[src/rtl/four_bit_encoder_if.sv]
// four_bit_encoder_if: request lines, capture enable and the code/VALID/ACK handshake of the encoder.
interface four_bit_encoder_if;
    logic EN;
    logic I0;
    logic I1;
    logic I2;
    logic I3;
    logic ACK;
    logic Q0;
    logic Q1;
    logic VALID;
    logic OVF;

    modport master (
        output EN, I0, I1, I2, I3, ACK,
        input  Q0, Q1, VALID, OVF
    );

    modport slave (
        input  EN, I0, I1, I2, I3, ACK,
        output Q0, Q1, VALID, OVF
    );
endinterface

[src/rtl/four_bit_encoder.sv]
// four_bit_encoder: captures request rising edges as pending bits and presents one index at a time under VALID/ACK.
module four_bit_encoder #(
    parameter bit LOW_FIRST = 1'b1
) (
    input  logic CLK,
    input  logic nRST,
    four_bit_encoder_if.slave bus
);
    typedef enum logic {IDLE, PRESENT} state_t;

    state_t     state_q, state_d;
    logic [3:0] prev_q, pend_q, pend_d;
    logic [3:0] req, edges, acc_mask;
    logic [1:0] code_q, code_d, win;
    logic       ovf_q, ovf_d, accept;

    always_comb begin
        req      = {bus.I3, bus.I2, bus.I1, bus.I0};
        edges    = req & ~prev_q & {4{bus.EN}};
        accept   = (state_q == PRESENT) && bus.ACK;
        acc_mask = accept ? (4'b0001 << code_q) : 4'b0000;
        // an edge on the index being accepted re-arms it rather than overflowing
        pend_d   = (pend_q & ~acc_mask) | edges;
        ovf_d    = |(edges & pend_q & ~acc_mask);
    end

    always_comb begin
        win = 2'd0;
        if (LOW_FIRST) begin
            for (int n = 3; n >= 0; n--)
                if (pend_q[n]) win = 2'(n);
        end else begin
            for (int n = 0; n < 4; n++)
                if (pend_q[n]) win = 2'(n);
        end
    end

    always_comb begin
        state_d = state_q;
        code_d  = code_q;
        case (state_q)
            IDLE: if (|pend_q) begin
                code_d  = win;
                state_d = PRESENT;
            end
            PRESENT: if (bus.ACK) state_d = IDLE;
            default: state_d = IDLE;
        endcase
    end

    always_ff @(posedge CLK or negedge nRST) begin
        if (!nRST) begin
            state_q <= IDLE;
            prev_q  <= 4'b0000;
            pend_q  <= 4'b0000;
            code_q  <= 2'b00;
            ovf_q   <= 1'b0;
        end else begin
            state_q <= state_d;
            prev_q  <= req;
            pend_q  <= pend_d;
            code_q  <= code_d;
            ovf_q   <= ovf_d;
        end
    end

    assign bus.VALID = state_q == PRESENT;
    assign bus.Q1    = code_q[1];
    assign bus.Q0    = code_q[0];
    assign bus.OVF   = ovf_q;
endmodule

[src/flat_wrapper.sv]
// flat-port wrapper written by rule: the top's interface ports become plain ports
module four_bit_encoder_flat 
#(
    parameter bit LOW_FIRST = 1'b1
)
  (CLK, nRST, bus_EN, bus_I0, bus_I1, bus_I2, bus_I3, bus_ACK, bus_Q0, bus_Q1, bus_VALID, bus_OVF);
  four_bit_encoder_if bus_i ();
  input  logic CLK;
  input  logic nRST;
  input wire logic [$bits(bus_i.EN)-1:0] bus_EN;
  input wire logic [$bits(bus_i.I0)-1:0] bus_I0;
  input wire logic [$bits(bus_i.I1)-1:0] bus_I1;
  input wire logic [$bits(bus_i.I2)-1:0] bus_I2;
  input wire logic [$bits(bus_i.I3)-1:0] bus_I3;
  input wire logic [$bits(bus_i.ACK)-1:0] bus_ACK;
  output wire logic [$bits(bus_i.Q0)-1:0] bus_Q0;
  output wire logic [$bits(bus_i.Q1)-1:0] bus_Q1;
  output wire logic [$bits(bus_i.VALID)-1:0] bus_VALID;
  output wire logic [$bits(bus_i.OVF)-1:0] bus_OVF;
  assign bus_i.EN = bus_EN;
  assign bus_i.I0 = bus_I0;
  assign bus_i.I1 = bus_I1;
  assign bus_i.I2 = bus_I2;
  assign bus_i.I3 = bus_I3;
  assign bus_i.ACK = bus_ACK;
  assign bus_Q0 = bus_i.Q0;
  assign bus_Q1 = bus_i.Q1;
  assign bus_VALID = bus_i.VALID;
  assign bus_OVF = bus_i.OVF;
  four_bit_encoder #(.LOW_FIRST(LOW_FIRST)) u_core (.CLK(CLK), .nRST(nRST), .bus(bus_i));
endmodule
[config.mk]
export PLATFORM = sky130hd
export DESIGN_NAME = four_bit_encoder_flat
export DESIGN_NICKNAME = d
export VERILOG_FILES = /design/src/rtl/four_bit_encoder_if.sv /design/src/rtl/four_bit_encoder.sv /design/src/flat_wrapper.sv
export SDC_FILE = /design/constraint.sdc
export NUM_CORES = 1
export LEC_CHECK = 0
export ABC_AREA = 1
export BUFFER_PORTS_ARGS = -buffer_cell sky130_fd_sc_hd__buf_4
export CORE_AREA = 2 2 39 41
export DETAILED_ROUTE_END_ITERATION = 10
export DIE_AREA = 0 0 41 43
export HOLD_SLACK_MARGIN = 0.02
export PLACE_DENSITY = 0.58
export SYNTH_ARGS = -nofsm -noshare
export SYNTH_HDL_FRONTEND = slang
export SYNTH_SLANG_ARGS = --single-unit
[constraint.sdc]
create_clock -name CLK -period 1.15 [get_ports CLK]
set_clock_uncertainty 0.15 [all_clocks]
set_input_delay 0.0575 -clock CLK [delete_from_list [all_inputs] [get_ports CLK]]
set_output_delay 0.0575 -clock CLK [all_outputs]
set_load 0.05 [all_outputs]
==> flow_metrics.env <==
export IMPL_status="finished, final reports clean"
export IMPL_clkTransAtPathRegs_ps=80
export IMPL_worst_slew_pin_transition_ps=170
export IMPL_whs_endpoint="u_core.prev_q[0]"
export IMPL_min_path_type="in2reg"
export IMPL_ios=12
export IMPL_antenna_found_initial=0
export IMPL_syn_cell_area_um2=528
export IMPL_setup_viol=0
export IMPL_yosysWarnings=0
export IMPL_synth_avg_cell_area_um2=8.25
export IMPL_cp_cell_sequence="buf_4"
export IMPL_slew_headroom_pct=88.6
export IMPL_vias=480
export IMPL_cts_root_buf="clkbuf_4"
export IMPL_holdCritStartpoint="bus_I0"
export IMPL_synth_cell_types=12
export IMPL_start_util_pct=38.2
export IMPL_htreeDepth=1
export IMPL_maxCapViolations=0
export IMPL_synth_seq_area_share_pct=56.9
export IMPL_antenna_left=0
export IMPL_dp_cells=90
export IMPL_routed_wirelength_um=1070
export IMPL_std_cell_rows=14
export IMPL_grt_max_degree=13
export IMPL_path_buf_inv=1
export IMPL_die_x_um=41
export IMPL_maxSlewViolCount=0
export IMPL_grt_first_pass_wirelength_um=1770
export IMPL_fmax_mhz=890
export IMPL_grt_usage_pct=15.1
export IMPL_area_growth_pct=42.7
export IMPL_r2r_start="u_core.code_q[1]"
export IMPL_first_pass_iters=4
export IMPL_slowest_stage="dfrtp_2"
export IMPL_drc=0
export IMPL_holdPathStages=2
export IMPL_layout_common_cells="buf_4, nor2_1, dfrtp_1"
export IMPL_synth_top_area_share_pct=56.9
export IMPL_leakage_nw=0.369
export IMPL_crit_type="reg2out"
export IMPL_postPlaceCellArea_um2=629
export IMPL_post_route_util_pct=54.4
export IMPL_hold_violations=0
export IMPL_final_nets=96
export IMPL_holdWs_ps=295
export IMPL_drt_wirelength_per_cell_um=10.4
export IMPL_r2r_end="u_core.bus.OVF"
export IMPL_fin_area_um2=753
export IMPL_synth_area_leaders="dfrtp_1, nor2_1, inv_1, nand2_1, o21ai_0"
export IMPL_gp_routability_congestion=0.743
export IMPL_grt_ovfl_total=0
export IMPL_syn_nets=72
export IMPL_dp_hpwl_um=794
export IMPL_setup_tns_ps=0
export IMPL_diodes=0
export IMPL_clock_sinks=12
export IMPL_slowest_delay_ps=440
export IMPL_fillers=134
export IMPL_r2r_slack_ps=30
export IMPL_clock_latency_ps=280
export IMPL_irDropWorstVdd_mv=1.39
export IMPL_cp_arrival_ps=920
export IMPL_port_buffers=11
export IMPL_dieArea_um2=1760
export IMPL_period_share_pct=97.7
export IMPL_drtIter0Drc=10
export IMPL_core_area_um2=1380
export IMPL_yosys_area_top_type="dfrtp_1"
export IMPL_required_ps=940
export IMPL_post_route_min_period_ps=1120
export IMPL_final_common_cell="buf_4"
export IMPL_path_max_fanout=5
export IMPL_power_density_nw_per_um2=2270
export IMPL_synthCells=64
export IMPL_vias_per_cell=4.66
export IMPL_grt_pass1_vias=441
export IMPL_reg2reg_depth=6
export IMPL_rsz0062_at_grt="yes"
export IMPL_final_layout_size_suffix_gt1_share_pct=29.9
export IMPL_final_cells=103
export IMPL_end_kind="output pin"
export IMPL_numCtsBuffers=3
export IMPL_fp_dieH_um=43
export IMPL_cts_tree="built"
export IMPL_path_delay_family="flip-flops"
export IMPL_startpoint_type="flop"
export IMPL_ys_seq_elements=12
export IMPL_clock_path_buffers=2
==> sequential cells by signal (all words and copies together) (netlist names) <==
name	flops
u_core.pend_q	4
u_core.prev_q	4
u_core.code_q	2
u_core.bus.OVF	1
u_core.bus.VALID	1
==> metrics by stage <==
| stage | total power, mW | setup WS, ps |
|---|---|---|
| final | 1.71 | 26.7 |
| after global routing | 1.84 | -42.2 |
| after CTS | 1.68 | 15.6 |
| after detailed placement | 1.38 | 31.3 |
| after global placement | 1.38 | 42.0 |
| after floorplan | 1.16 | -59.0 |
==> synth_stat cells <==
cell type   n
nand3_1     4
nand2_1    10
dfrtp_1    12
inv_1      10
o21ai_0     7
nor2_2      1
a21oi_1     1
nand2_2     1
buf_2       1
o21ai_1     1
nand4_1     4
nor2_1     12
==> cell type report <==
type,count,area (um2),share of cell area [%]
multi-input combinational,41,195,25.9
inverter,10,37.5,4.98
timing repair buffer,20,170,22.6
clock buffer,4,26.3,3.49
tap,16,20.0,2.66
sequential,12,304,40.4
==> where the power goes <==
group | internal (mW) | switching [mW]
Clock | 0.135 | 0.142
Sequential | 0.567 | 0.132
Combinational | 0.250 | 0.482
==> per-layer routing <==
metal	global-route usage [%]	up-vias	share of wire, %
met4	8.00	0	2.0
met5	0	-	0
met1	19.5	218	46
met2	22.5	10	47
li1	-	249	-
met3	3.14	3	4.3
==> worst max path at each step <==
stage                                start  depth (start not counted)              to  slack, ps
after floorplan           u_core.bus.VALID                          5  u_core.bus.OVF        -60
after global placement    u_core.code_q[1]                          6  u_core.bus.OVF         40
after detailed placement  u_core.code_q[1]                          6  u_core.bus.OVF         30
after CTS                 u_core.code_q[1]                          6  u_core.bus.OVF         20
after global routing      u_core.code_q[0]                          6  u_core.bus.OVF        -40
final                     u_core.code_q[0]                          1          bus_Q0         30
==> repair_timing <==
action / in CTS / in global routing
endpoints found under the hold margin: 21 / 0
endpoints found under the setup margin: 0 / 4
hold buffers: 8 / 0
gates resized for setup: 0 / 5
setup buffers: 0 / 1
==> logic make-up after synthesis <==
group / Yosys count / share of synthesized area, %
simple gates: 32 / 26.5
compound gates: 9 / 8.53
flops: 12 / 56.9
buf+inv: 11 / 8.06
No activity file was read; power rests on OpenSTA's default activity.
